File: src/rtl/top_pipelined_pkg.sv
// top_pipelined_pkg: operation modes and the shared arithmetic helper for top_pipelined
package top_pipelined_pkg;
  localparam int MAX_W = 64;
  typedef enum logic [1:0] {
    MODE_ADD_WRAP = 2'd0,
    MODE_ADD_SAT  = 2'd1,
    MODE_SUB_SAT  = 2'd2,
    MODE_LOGIC    = 2'd3
  } mode_e;
  function automatic logic [MAX_W:0] compute_x(input logic [MAX_W-1:0] a, input logic [MAX_W-1:0] b,
                                               input mode_e mode, input int w);
    logic [MAX_W:0] sum;
    logic [MAX_W:0] mask;
    logic c;
    sum = {1'b0, a} + {1'b0, b};
    mask = ~({(MAX_W+1){1'b1}} << w);
    c = (sum >> w) != '0;
    return mode == MODE_ADD_WRAP ? {c, sum[MAX_W-1:0] & mask[MAX_W-1:0]} :
           mode == MODE_ADD_SAT  ? {c, c ? mask[MAX_W-1:0] : sum[MAX_W-1:0]} :
           mode == MODE_SUB_SAT  ? {a < b, a < b ? {MAX_W{1'b0}} : a - b} :
                                   {1'b0, a & b};
  endfunction
endpackage

File: src/rtl/top_pipelined_pipe_stage.sv
// pipe_stage: one elastic register slice with valid/ready on both sides
module pipe_stage #(
  parameter int W = 8
) (
  input  logic         clk,
  input  logic         rst,
  input  logic         in_valid,
  output logic         in_ready,
  input  logic [W-1:0] in_data,
  output logic         out_valid,
  input  logic         out_ready,
  output logic [W-1:0] out_data
);
  assign in_ready = !out_valid || out_ready;
  always_ff @(posedge clk)
    if (rst) begin
      out_valid <= 1'b0;
      out_data  <= '0;
    end else if (in_ready) begin
      out_valid <= in_valid;
      if (in_valid) out_data <= in_data;
    end
endmodule

File: src/rtl/top_pipelined.sv
// top_pipelined: mode-selected arithmetic/logic on (a,b,c) through a DEPTH-deep elastic pipeline
module top_pipelined
  import top_pipelined_pkg::*;
#(
  parameter int WIDTH = 8,
  parameter int DEPTH = 3,
  parameter int CNT_W = 16
) (
  input  logic             clk,
  input  logic             rst,
  input  logic             in_valid,
  output logic             in_ready,
  input  logic [1:0]       in_mode,
  input  logic [WIDTH-1:0] input_a,
  input  logic [WIDTH-1:0] input_b,
  input  logic [WIDTH-1:0] input_c,
  output logic             out_valid,
  input  logic             out_ready,
  output logic [WIDTH-1:0] output_x,
  output logic [WIDTH-1:0] output_y,
  output logic             output_ovf,
  output logic [CNT_W-1:0] xfer_count
);
  typedef struct packed {
    logic [WIDTH-1:0] x;
    logic [WIDTH-1:0] y;
    logic             ovf;
  } payload_t;
  localparam int PW = $bits(payload_t);
  logic [MAX_W:0] r;
  logic           unused_hi;
  logic           v   [DEPTH+1];
  logic           rdy [DEPTH+1];
  payload_t       d   [DEPTH+1];
  assign r         = compute_x(MAX_W'(input_a), MAX_W'(input_b), mode_e'(in_mode), WIDTH);
  assign unused_hi = ^r[MAX_W-1:WIDTH];
  assign d[0]      = '{x: r[WIDTH-1:0], y: (input_a ^ input_c) | input_b, ovf: r[MAX_W]};
  assign v[0]      = in_valid;
  assign in_ready  = rdy[0];
  assign rdy[DEPTH] = out_ready;
  assign out_valid = v[DEPTH];
  assign {output_x, output_y, output_ovf} = d[DEPTH];
  for (genvar i = 0; i < DEPTH; i++) begin : g_stage
    pipe_stage #(.W(PW)) u_stage (
      .clk      (clk),
      .rst      (rst),
      .in_valid (v[i]),
      .in_ready (rdy[i]),
      .in_data  (d[i]),
      .out_valid(v[i+1]),
      .out_ready(rdy[i+1]),
      .out_data (d[i+1])
    );
  end
  always_ff @(posedge clk)
    if (rst) xfer_count <= '0;
    else if (out_valid && out_ready) xfer_count <= xfer_count + CNT_W'(1);
endmodule

File: config.mk
export PLATFORM = sky130hd
export DESIGN_NAME = top_pipelined
export DESIGN_NICKNAME = d
export VERILOG_FILES = /design/src/rtl/top_pipelined_pkg.sv /design/src/rtl/top_pipelined_pipe_stage.sv /design/src/rtl/top_pipelined.sv
export SDC_FILE = /design/constraint.sdc
export NUM_CORES = 1
export LEC_CHECK = 0
export CORE_ASPECT_RATIO = 0.7
export CORE_UTILIZATION = 52
export CTS_CLUSTER_SIZE = 24
export DETAILED_ROUTE_END_ITERATION = 8
export PLACE_DENSITY = 0.8
export SLEW_MARGIN = 40
export SYNTH_ARGS = -nofsm -noshare
export SYNTH_HDL_FRONTEND = slang
export SYNTH_HIERARCHICAL = 1
export SYNTH_SLANG_ARGS = --single-unit
File: constraint.sdc
create_clock -name clk -period 3.25 [get_ports clk]
set_input_delay 0.4875 -clock clk [delete_from_list [all_inputs] [get_ports clk]]
set_output_delay 0.4875 -clock clk [all_outputs]
set_load 0.05 [all_outputs]
==> results.ini <==
[worst_setup_path]
crit_path_start_kind=input port
end_kind=flip-flop
rrSetupSlack_ns=1.43
worstPathRequired_ns=3.51
crit_buf_inv=2
setup.worst_path.start=input_a[0]
crit_chain=clkdlybuf4s50_1 -> ha_1 -> inv_1 -> fa_1 -> nor2_1 -> o311a_2 -> o2111ai_2 -> and2_0 -> a22o_1 -> a222oi_1 -> nand3_1 -> a21oi_2
crit_fanout=6
slowest_delay_ns=0.52
crit_family=compound AO/OA/AOI/OAI gates
worstReg2RegStart=g_stage[2].u_stage/out_valid
cp.arrival_ns=3.20
worstSetupPathType=input port to flip-flop
slowest_stage=clkdlybuf4s50_1

[timing]
tightestPinTransition_ns=0.5344
finalCritPeriodShare_pct=90.33
relSlewSlack_pct=64.26
setup_violations=0
clock_skew_ns=0.003676
finalSetupTns_ns=0
fmax_ghz=0.3406
period_minus_slack_ns=2.936
hold_viol=0
maxSlewViolCount=0
rsz0062_at_grt=false

[global_route]
grt_pass1_wl_um=16370
grt_use_met3_pct=6.463
grt_pass1_vias=3450
grt_start_max_net_pins=42
antenna_found_initial=0
use_met2_pct=37.74
gr-usage-met1_pct=33.73
track_usage_pct=24.59
overflow=0
grt_most_used_layer=met2

[power_and_ir_drop]
power.net_switching_w=0.0005343
power_frac_clock_pct=41.6
power.internal_w=0.001619
total_power_w=0.002153
p_comb_share_pct=16.7
powerDensity_nw_per_um2=417.1
p_sw_share_pct=24.82
ir_drop_mv=0.3167
seqPwrFrac_pct=41.8
leakage_nw=1.954

[yosys]
yosysWarnings=6
synth_top_area_share_pct=33.45
synth_nets=523
async_flop_share_pct=0
netlist_area_um2=4189
synth_most_common_cell=dfxtp_1
synth_common_cells=70 x dfxtp_1, 59 x nand3_1, 40 x a21oi_1
syn_area_per_cell_um2=8.838
synth_edf_count=0
seq_area_frac_synth_pct=33.45
syn_inst=474
ys_top_cells_by_area=dfxtp_1 33%, a21bo_1 7.9%, nand3_1 7.0%, a21oi_2 6.9%, ha_1 5.1%
yosys.cell_types.count=55
yosys.area.top_type=dfxtp_1
ys_ff_latch=70
synth_ff_type=dfxtp_1

[placement]
place_hpwl_um=7091
placed_cell_area_um2=4885
port_buffers=64
gp_congestion=0.8920

[cells_and_area]
stdcell_area_um2=5162
drive_above_1_share_pct=17.91
finish.net_count=582
antennaDiodeCount=0
areaGrowthSynthToFinish_pct=23.24
fill_cells=623

[clock_tree]
cts_resized=0
cts_tree=built
htreeDepth=3
numCtsBuffers=9
cts.sinks=70
clk_latency_ns=0.33
clock_path_buffers=2
cts_root_buf=clkbuf_16
clk_pin_slew_worst_paths_ns=0.05
cts_hold_buf=0
post_cts_buffers=0

[floorplanning]
core_um2=7547
design.die.area_um2=8425
die_y_um=77.10
die_w_um=109.3
start_util_pct=55.50
rows=26
ios=65

[hold_path]
hold_class=flip-flop to flip-flop
worst_hold_startpoint=g_stage[1].u_stage/out_data[16]

[routing]
drt_first_pass_iters=5
vias_per_cell=5.713
wl_um=9859
first_iter_violations=222
vias=3622
ant_nets=0
route.detailed.drc=0
wl_per_cell_um=15.55

[flow_run]
maxCapViolations=0

[status]
outcome=complete, no violations

==> routing by layer <==
metal / share of wire, % / up-vias
li1: - / 1791
met1: 48 / 1697
met2: 44 / 123
met3: 6.7 / 11
met4: 0.69 / 0
met5: 0 / -
==> metrics by stage <==
step	hold WS, ns	instances	setup slack (ns)	utilization (%)
after floorplan	0.4381	474	0.7085	-
after global placement	0.4544	620	0.04985	64.72
after detailed placement	0.4688	620	-0.005056	64.72
after CTS	0.4787	634	0.3299	68.37
after global routing	0.5032	634	0.1050	68.40
final	0.4767	634	0.3142	68.40
==> power groups by stage <==
stage          clock (W)  sequential, W  combinational [W]
5_1_grt         0.000941       0.000902           0.000392
4_1_cts         0.000905       0.000900           0.000354
2_1_floorplan          0       0.000919           0.000232
3_3_place_gp           0       0.000916           0.000347
3_5_place_dp           0       0.000917           0.000351
6_report        0.000895       0.000900           0.000359
==> logic make-up (layout without fill, tap and decap cells) <==
| family | Yosys count | after routing | synth area share (%) |
|---|---|---|---|
| xor gates and xnor gates | 21 | 21 | 4.391 |
| adders and majority gates | 19 | 19 | 6.033 |
| DFF | 70 | 70 | 33.45 |
| AOI/OAI and AO/OA | 169 | 169 | 31.96 |
| buffers and inverters | 57 | 119 | 7.497 |
| and+or+nand+nor | 138 | 138 | 16.67 |
==> worst reg2reg max path, delay by kind of cell, from the launching register on <==
family | cells | cell delay, ns
DFF | 1 | 0.45
AOI/OAI and AO/OA | 1 | 0.14
and+or+nand+nor | 4 | 1.16
==> final cells by class <==
type | instances | area (um2) | area share (%)
clock buffers | 13 | 270.3 | 5.235
clock inverters | 1 | 5.005 | 0.09695
inverters | 21 | 78.83 | 1.527
multi-input cells | 347 | 2474 | 47.92
flip-flops and latches | 70 | 1401 | 27.14
well taps | 98 | 122.6 | 2.375
repair buffers | 84 | 810.8 | 15.71
==> path summary, 6_finish.rpt <==
check / end / cells past startpoint
hold / removal: g_stage[2].u_stage/out_data[16] / 2
setup / recovery: g_stage[0].u_stage/out_data[11] / 12
setup reg to reg: xfer_count[15] / 5
hold reg to reg: g_stage[2].u_stage/out_data[16] / 2
==> registers in the layout, indices dropped and copies added, names as in the netlist <==
signal                     flops
g_stage.u_stage/out_valid      3
xfer_count                    16
g_stage.u_stage/out_data      51
==> layout by cell type, fill, tap and decap left out, types with 3 or more instances in the layout <==
cell type | netlist | layout
clkdlybuf4s50_1 | 0 | 62
clkbuf_16 | 0 | 9
and3_1 | 4 | 4
nor2_1 | 24 | 24
nand2b_4 | 3 | 3
inv_1 | 21 | 21
nand2_1 | 26 | 26
nand3_1 | 59 | 59
a21bo_1 | 33 | 33
nor3_1 | 3 | 3
ha_1 | 17 | 17
a21bo_2 | 18 | 18
a21oi_1 | 40 | 40
dfxtp_1 | 70 | 70
a21boi_0 | 4 | 4
xor2_1 | 10 | 10
nand2b_1 | 5 | 5
clkbuf_8 | 0 | 3
or3_1 | 5 | 5
o22ai_1 | 3 | 3
o21ai_0 | 11 | 11
xnor2_1 | 11 | 11
o21bai_1 | 3 | 3
buf_4 | 3 | 20
a21oi_2 | 33 | 33
No activity file was read; power rests on OpenSTA's default activity.
